[config.mk]
export PLATFORM = sky130hd
export DESIGN_NAME = inst_fetch_ctrl_flat
export DESIGN_NICKNAME = d
export VERILOG_FILES = /design/src/rtl/fetch_pkg.sv /design/src/rtl/inst_fetch_ctrl_if.sv /design/src/rtl/inst_byte_assembler.sv /design/src/rtl/inst_fetch_ctrl.sv /design/src/flat_wrapper.sv
export SDC_FILE = /design/constraint.sdc
export NUM_CORES = 1
export LEC_CHECK = 0
export CAP_MARGIN = 20
export CORE_UTILIZATION = 50
export DETAILED_ROUTE_END_ITERATION = 12
export PLACE_DENSITY = 0.79
export SYNTH_ARGS = -nofsm -noshare
export SYNTH_HDL_FRONTEND = slang
export SYNTH_SLANG_ARGS = --single-unit
[constraint.sdc]
create_clock -name clk -period 4.8 [get_ports clk]
set_input_delay 0.48 -clock clk [delete_from_list [all_inputs] [get_ports clk]]
set_output_delay 0.48 -clock clk [all_outputs]
set_load 0.02 [all_outputs]
[src/rtl/fetch_pkg.sv]
// Shared types and constants for the instruction fetch sequencer.
package fetch_pkg;

    typedef enum logic [1:0] {
        FETCH = 2'd0,
        DRAIN = 2'd1,
        HOLD  = 2'd2
    } fetch_state_e;

    localparam int INST_BYTES = 4;
    localparam int PC_STEP    = 4;
    localparam int IDX_W      = $clog2(INST_BYTES);
    localparam int WORD_W     = 8 * INST_BYTES;

    localparam logic [31:0] RESET_PC_DEFAULT = 32'h0000_0000;

endpackage

[src/rtl/inst_fetch_ctrl_if.sv]
// Memory, redirect and decode handshake signals of the fetch sequencer.
// misalign_err exists only when IF_MISALIGN_TRAP_EN is defined.
interface inst_fetch_ctrl_if #(
    parameter int AW = 32
);
    logic          mem_rd;
    logic [AW-1:0] mem_addr;
    logic [7:0]    mem_rdata;
    logic          redirect_valid;
    logic [AW-1:0] redirect_pc;
    logic          inst_valid;
    logic          inst_ready;
    logic [31:0]   inst;
    logic [AW-1:0] inst_pc;
`ifdef IF_MISALIGN_TRAP_EN
    logic          misalign_err;

    modport master (
        output mem_rd, mem_addr, inst_valid, inst, inst_pc, misalign_err,
        input  mem_rdata, redirect_valid, redirect_pc, inst_ready
    );
    modport slave (
        input  mem_rd, mem_addr, inst_valid, inst, inst_pc, misalign_err,
        output mem_rdata, redirect_valid, redirect_pc, inst_ready
    );
`else
    modport master (
        output mem_rd, mem_addr, inst_valid, inst, inst_pc,
        input  mem_rdata, redirect_valid, redirect_pc, inst_ready
    );
    modport slave (
        input  mem_rd, mem_addr, inst_valid, inst, inst_pc,
        output mem_rdata, redirect_valid, redirect_pc, inst_ready
    );
`endif
endinterface

[src/rtl/inst_byte_assembler.sv]
// MSB-first byte shift register building a big-endian instruction word.
// word_out already includes the byte shifted in this cycle, so the caller can capture on the final shift.
module inst_byte_assembler
    import fetch_pkg::*;
(
    input  logic              clk,
    input  logic              rst,
    input  logic              shift_en,
    input  logic              clear,
    input  logic [7:0]        byte_in,
    output logic [WORD_W-1:0] word_out
);

    logic [WORD_W-1:0] word_q;
    logic [WORD_W-1:0] word_d;

    always_comb begin
        word_d = word_q;
        if (clear) begin
            word_d = '0;
        end else if (shift_en) begin
            word_d = {word_q[WORD_W-9:0], byte_in};
        end
    end

    always_ff @(posedge clk or posedge rst) begin
        if (rst) begin
            word_q <= '0;
        end else begin
            word_q <= word_d;
        end
    end

    assign word_out = word_d;

endmodule

[src/rtl/inst_fetch_ctrl.sv]
// Fetch sequencer: four byte reads per instruction, valid/ready to decode, PC ownership.
// Optional IF_MISALIGN_TRAP_EN: misaligned redirect parks in HOLD with sticky misalign_err.
//
// state | meaning
// FETCH | issue byte reads pc+0..pc+3
// DRAIN | last byte returns, word captured
// HOLD  | instruction presented until accepted (or parked on misalign)
module inst_fetch_ctrl
    import fetch_pkg::*;
#(
    parameter int            AW       = 32,
    parameter logic [AW-1:0] RESET_PC = AW'(RESET_PC_DEFAULT)
) (
    input  logic              clk,
    input  logic              rst,
    inst_fetch_ctrl_if.master bus
);

    fetch_state_e      state_q, state_d;
    logic [AW-1:0]     pc_q, pc_d;
    logic [IDX_W-1:0]  idx_q, idx_d;
    logic              live_q, live_d;
    logic              run_q, run_d;
    logic              inst_valid_q, inst_valid_d;
    logic [WORD_W-1:0] inst_q, inst_d;
    logic [AW-1:0]     inst_pc_q, inst_pc_d;
    logic              mem_rd;
    logic [WORD_W-1:0] asm_word;
`ifdef IF_MISALIGN_TRAP_EN
    logic              err_q, err_d;
`endif

    // run_q holds reads off until the first edge after reset release
    assign mem_rd = run_q && (state_q == FETCH);

    inst_byte_assembler u_asm (
        .clk      (clk),
        .rst      (rst),
        .shift_en (live_q),
        .clear    (bus.redirect_valid),
        .byte_in  (bus.mem_rdata),
        .word_out (asm_word)
    );

    always_comb begin
        state_d      = state_q;
        pc_d         = pc_q;
        idx_d        = idx_q;
        run_d        = 1'b1;
        live_d       = mem_rd && !bus.redirect_valid;
        inst_valid_d = inst_valid_q;
        inst_d       = inst_q;
        inst_pc_d    = inst_pc_q;
`ifdef IF_MISALIGN_TRAP_EN
        err_d        = err_q;
`endif

        case (state_q)
            FETCH: begin
                if (run_q) begin
                    if (idx_q == IDX_W'(INST_BYTES - 1)) begin
                        idx_d   = '0;
                        state_d = DRAIN;
                    end else begin
                        idx_d = idx_q + IDX_W'(1);
                    end
                end
            end
            DRAIN: begin
                state_d      = HOLD;
                inst_valid_d = 1'b1;
                inst_d       = asm_word;
                inst_pc_d    = pc_q;
            end
            HOLD: begin
                if (inst_valid_q && bus.inst_ready) begin
                    pc_d         = pc_q + AW'(PC_STEP);
                    inst_valid_d = 1'b0;
                    state_d      = FETCH;
                end
            end
            default: state_d = FETCH;
        endcase

        // redirect wins over every other next-state, including a same-cycle handshake
        if (bus.redirect_valid) begin
            pc_d         = bus.redirect_pc;
            idx_d        = '0;
            inst_valid_d = 1'b0;
            inst_d       = inst_q;
            inst_pc_d    = inst_pc_q;
            state_d      = FETCH;
`ifdef IF_MISALIGN_TRAP_EN
            if (bus.redirect_pc[1:0] != 2'b00) begin
                state_d = HOLD;
                err_d   = 1'b1;
            end else begin
                err_d = 1'b0;
            end
`endif
        end
    end

    always_ff @(posedge clk or posedge rst) begin
        if (rst) begin
            state_q      <= FETCH;
            pc_q         <= RESET_PC;
            idx_q        <= '0;
            live_q       <= 1'b0;
            run_q        <= 1'b0;
            inst_valid_q <= 1'b0;
            inst_q       <= '0;
            inst_pc_q    <= '0;
        end else begin
            state_q      <= state_d;
            pc_q         <= pc_d;
            idx_q        <= idx_d;
            live_q       <= live_d;
            run_q        <= run_d;
            inst_valid_q <= inst_valid_d;
            inst_q       <= inst_d;
            inst_pc_q    <= inst_pc_d;
        end
    end

`ifdef IF_MISALIGN_TRAP_EN
    always_ff @(posedge clk or posedge rst) begin
        if (rst) begin
            err_q <= 1'b0;
        end else begin
            err_q <= err_d;
        end
    end

    assign bus.misalign_err = err_q;
`endif

    assign bus.mem_rd     = mem_rd;
    assign bus.mem_addr   = pc_q + AW'(idx_q);
    assign bus.inst_valid = inst_valid_q;
    assign bus.inst       = inst_q;
    assign bus.inst_pc    = inst_pc_q;

endmodule
[src/flat_wrapper.sv]
// flat-port wrapper written by rule: the top's interface ports become plain ports
module inst_fetch_ctrl_flat import fetch_pkg::*;
#(
    parameter int            AW       = 32,
    parameter logic [AW-1:0] RESET_PC = AW'(RESET_PC_DEFAULT)
)
  (clk, rst, bus_mem_rd, bus_mem_addr, bus_inst_valid, bus_inst, bus_inst_pc, bus_mem_rdata, bus_redirect_valid, bus_redirect_pc, bus_inst_ready);
  inst_fetch_ctrl_if #(.AW(AW)) bus_i ();
  input  logic clk;
  input  logic rst;
  output wire logic [$bits(bus_i.mem_rd)-1:0] bus_mem_rd;
  output wire logic [$bits(bus_i.mem_addr)-1:0] bus_mem_addr;
  output wire logic [$bits(bus_i.inst_valid)-1:0] bus_inst_valid;
  output wire logic [$bits(bus_i.inst)-1:0] bus_inst;
  output wire logic [$bits(bus_i.inst_pc)-1:0] bus_inst_pc;
  input wire logic [$bits(bus_i.mem_rdata)-1:0] bus_mem_rdata;
  input wire logic [$bits(bus_i.redirect_valid)-1:0] bus_redirect_valid;
  input wire logic [$bits(bus_i.redirect_pc)-1:0] bus_redirect_pc;
  input wire logic [$bits(bus_i.inst_ready)-1:0] bus_inst_ready;
  assign bus_mem_rd = bus_i.mem_rd;
  assign bus_mem_addr = bus_i.mem_addr;
  assign bus_inst_valid = bus_i.inst_valid;
  assign bus_inst = bus_i.inst;
  assign bus_inst_pc = bus_i.inst_pc;
  assign bus_i.mem_rdata = bus_mem_rdata;
  assign bus_i.redirect_valid = bus_redirect_valid;
  assign bus_i.redirect_pc = bus_redirect_pc;
  assign bus_i.inst_ready = bus_inst_ready;
  inst_fetch_ctrl #(.AW(AW), .RESET_PC(RESET_PC)) u_core (.clk(clk), .rst(rst), .bus(bus_i));
endmodule
# Yosys cells after proc, flatten, opt, wreduce, memory -nomap -nowiden
# Index checks and enable logic that the tools add are counted.
# totals
out_inout_bits	98
inputBits	44
register_bits	135
elab_cells	51
# op_classes
n_reduce_logical	15
eq_ne	6
bitwise_logic	1
add_sub_neg	3
mux	17
# ops
op	n
$mux W32	5
$add A32 B2 Y32	1
$add A32 B3 Y32 const B	1
$mux W2	8
$reduce_and A2 Y1	4
$reduce_bool A2 Y1	4
$ne A3 B2 Y1 const B	2
$pmux W2 S3	1
$eq A2 B2 Y1 const B	2
$logic_and A1 B1 Y1	3
$ne A3 B3 Y1 const B	1
$reduce_and A3 Y1	1
$reduce_bool A3 Y1	1
$add A2 B1 Y2 const B	1
$eq A2 B1 Y1 const B	1
$logic_not A2 Y1	1
$mux W1	2
$pmux W1 S2	1
$logic_not A1 Y1	1
$not A1 Y1	1

# Depth between registers and ports, before layout
# logic_depth
ltp_word	5
ltp_mapped	8
mapped_depth_nobuf	7

# Hierarchy
# From an unflattened synthesis, not the netlist that was laid out.
# unflattened
cells_unflattened	588
hier_area_um2	6520.0
# modules_own_cells
module	cells_each	seq_area_each_um2	n_inst	area_per_inst_um2
inst_fetch_ctrl	484	2577.5	1	5192.5
inst_byte_assembler	104	800.8	1	1327.5

# Least setup slack after synthesis
# No wires, ideal clock.
# synth_timing
kind	reg-to-output
start	register u_core.idx_q[0]
end	output bus_mem_addr[30]
path_stages_with_launch	9
n_path_buf	1
arrival_ps	2318
required_ps	4320
path_slack_ps	2002
cell_sequence	dfrtp_1 > ha_1 > inv_1 > fa_1 > nand3b_1 > or4_1 > clkbuf_1 > nor3_1 > xor2_1
# synth_between
elab_chain_len	1
# synth_lines
element	line	source
from (decl)	inst_fetch_ctrl.sv:21	logic [IDX_W-1:0] idx_q, idx_d;
from (signal assigned)	inst_fetch_ctrl.sv:117	idx_q <= idx_d;
$add A32 B2 Y32	inst_fetch_ctrl.sv:139	assign bus.mem_addr = pc_q + AW'(idx_q);
to (decl)	flat_wrapper.sv:12	output wire logic [$bits(bus_i.mem_addr)-1:0] bus_mem_addr;
# Every way passes these cells.

# Final worst setup path
# Ends and elaborated chain as after synthesis.

==> summary.md <==
| Metric | Value |
|---|---|
| Clock transition at path regs | `~0.06 ns` |
| Iteration-0 DRC Markers | `about 560` |
| Pwr dens | `between 300 and 400 nW/um^2` |
| Net count of the mapped netlist | `702` |
| Final Hold Viols | `0` |
| Die height | `116 um` |
| RR Startpoint | `u_core.pc_q[2]` |
| Async SR Flop Fraction | `1.00` |
| Commonest non-fill, non-tap cell in the layout | `clkdlybuf4s50_1` |
| Type of origin of the critical path | `register` |
| Layout Area Growth over Synthesis | `31.3%` |
| CTS tree | `yes` |
| CP Class | `register to output pin` |
| Ratio of cells with drive above 1 in the final layout | `0.0695` |
| Post-synth cell types | `56` |
| Worst slew margin | `0.278` |
| Routed WL | `roughly 17 mm` |
| Reg2Reg Depth | `5` |
| Area of the multi-input gates | `2780 sq um` |
| Commonest cells after routing, fill and taps aside | `clkdlybuf4s50_1 (140), dfrtp_1 (134), nand2_1 (127)` |
| Max-slew violation count | `0` |
| Final Non-Filler Cells | `949` |
| Register area | `3380 sq um` |
| Maximum clock rate | `0.257 GHz` |
| # hold bufs at CTS | `0` |
| Post-synth EDFFs | `0` |
| Setup TNS Final | `0 ns` |
| Worst R2R End | `u_core.pc_q[30]` |
| Vias in the first global route | `5513` |
| HPWL after DPL | `roughly 12 mm` |
| Routed Antenna Nets | `0` |
| PnR worst setup slack | `between 0.9 and 1 ns` |
| Syn Inst Count | `about 650` |
| Netlist Area Pre-Place | `6470 sq um` |
| P_leak | `3.71 nW` |
| Post-synthesis sequential area ratio | `0.522` |
| CTS Sinks | `135` |
| Post-cts gate resize count | `0` |
| Critical Path RT | `4.32 ns` |
| CTS Buffer Depth | `2` |
| Post-route minimum period | `~3.9 ns` |
| First-pass GRT wire length | `27.9 mm` |
| CTS Buf Count | `17` |
| Largest net degree at the start of global routing | `105` |
| Hold Path Stages | `2` |
| Worst Path Arrival | `3.41 ns` |
| Antenna violations before repair | `0` |
| Die Area | `13400 sq um` |
| Synth Flop Type | `dfrtp_1` |
| CP max FO | `5` |
| Setup Skew | `0.00761 ns` |
| Total Routing Usage GR | `0.274` |
| Average via count per standard cell | `slightly below 6` |
| Share of the synthesized area in the top cell type | `0.522` |
| WL/cell | `18.3 um` |
| FF-to-FF setup slack | `2.32 ns` |
| RSZ-0062 raised after global routing | `no` |
| Drt drc | `0` |
| H-tree levels | `4` |
| Min-delay worst type | `register to register` |
| I/O pins | `approximately 140` |
| Dpl ws | `between 1 and 1.5 ns` |
| Worst-skew pair later-pin latency | `0.42 ns` |
| Router iterations before antenna repair | `5` |
| Row Count | `41` |
| Total Nets Final | `roughly 810` |
| Max-cap viol count | `0` |
| Least-Margin Pin Slew | `1.08 ns` |
| Port Buf Inserts | `between 100 and 150` |
| CP Capture Type | `output pin` |
| Synthesis-stage register bit count | `135` |
| WHS Endpoint | `u_core.bus.inst_pc[10]` |
| Root Buffer | `clkbuf_16` |
| Largest cells by area after synthesis | `dfrtp_1 (52%), nand2_1 (7.4%), mux2i_1 (5.1%), a22o_1 (4.3%), nor2_1 (3.7%)` |
| Core area | `approximately 13000 sq um` |
| Routability cong. | `0.922` |
| Status | `finished, final reports clean` |
| Diodes inserted | `0` |
| Final Cycle Share | `0.811` |
| Synth Warn # | `0` |
| Final Setup Violations | `0` |
| FILL cells | `between 1000 and 1500` |
| Setup Buffers After CTS | `0` |
| Die Width | `116 um` |
| Hold wc startpoint | `u_core.bus.inst_pc[10]` |
| Starting Density | `0.513` |
| Vias | `5500` |
| Syn Area/Cell | `approximately 9.9 sq um` |
| Global route total overflow | `0` |
| Max IR drop VDD | `0.238 mV` |
| DP Cell Count | `917` |
| Cell taking the most area after synthesis | `dfrtp_1` |
[critical path, stage by stage, from the launching register on]
cell and delay [ns]:
dfrtp_1 0.39, ha_1 0.19, inv_1 0.05, fa_1 0.47, nand3b_1 0.21, or4_1 0.60, nor3_1 0.29, xor2_1 0.17
clkdlybuf4s50_1 0.62
[kinds of logic after synthesis]
| family | synth area share |
|---|---|
| compound gates | 0.0990 |
| buf+inv | 0.0495 |
| other cells | 0.000579 |
| fa+ha+maj | 0.0108 |
| simple gates | 0.211 |
| mux | 0.0528 |
| xor+xnor | 0.0541 |
| flops | 0.522 |
[metal layers]
metal  part of all wire  up-vias  global-route usage
met4              0.026        0               0.109
li1                   -     2509                   -
met3              0.077       43              0.0675
met2               0.48      272               0.440
met1               0.41     2676               0.359
met5                  0        -                   0
[sequential cells by signal, summed over array words and instances, names as in the netlist]
name	count
u_core.idx_q	2
u_core.bus.inst_pc	32
u_core.run_q	1
u_core.u_asm.word_q	32
u_core.bus.inst	32
u_core.live_q	1
u_core.bus.inst_valid	1
u_core.state_q	2
u_core.pc_q	32
[worst max path at each step]
stage,to,depth (start not counted),startpoint,slack [ns]
2_1_floorplan,u_core.bus.inst[0],1,rst,0.71
3_3_place_gp,bus_mem_addr[30],8,u_core.idx_q[0],1.42
3_5_place_dp,bus_mem_addr[30],8,u_core.idx_q[0],1.34
4_1_cts,bus_mem_addr[30],8,u_core.idx_q[0],0.91
5_1_grt,bus_mem_addr[24],6,u_core.pc_q[2],0.79
6_report,bus_mem_addr[30],8,u_core.idx_q[0],0.91
[final cells by class]
class,count,area share
clock buffers,19,0.0521
clock inverters,13,0.0218
inverters,12,0.00589
multi-input cells,452,0.327
flip-flops and latches,135,0.398
well taps,172,0.0253
repair buffers,146,0.170
[cells in the mapped netlist (all sizes together) (4+ instances only)]
library cell  count
dfrtp           135
nand2           128
nor2             63
mux2i            33
a22o             32
clkbuf           32
nand4            23
buf              22
xnor2            22
o21ai            20
nand3            19
xor2             18
or4              12
inv              11
a31oi            10
nor3              8
nor4              7
and4              6
o211ai            6
o31ai             5
ha                4
[metrics by stage]
| stage | utilization | total power [W] | hold WS, ns | instance area, sq um |
|---|---|---|---|---|
| 2_1_floorplan | - | 0.00152 | 0.461 | 6470 |
| 5_1_grt | 0.673 | 0.00318 | 0.502 | 8500 |
| 6_report | 0.673 | 0.00308 | 0.480 | 8500 |
| 3_5_place_dp | 0.624 | 0.00172 | 0.467 | 7870 |
| 3_3_place_gp | 0.624 | 0.00171 | 0.463 | 7870 |
| 4_1_cts | 0.673 | 0.00309 | 0.481 | 8500 |
[power breakdown]
part           switching [W]  total, W  internal, W
Clock               0.000525   0.00137     0.000850
Combinational       0.000219  0.000416     0.000197
Sequential         0.0000877   0.00129      0.00120
(Power assumes the default switching activity.)
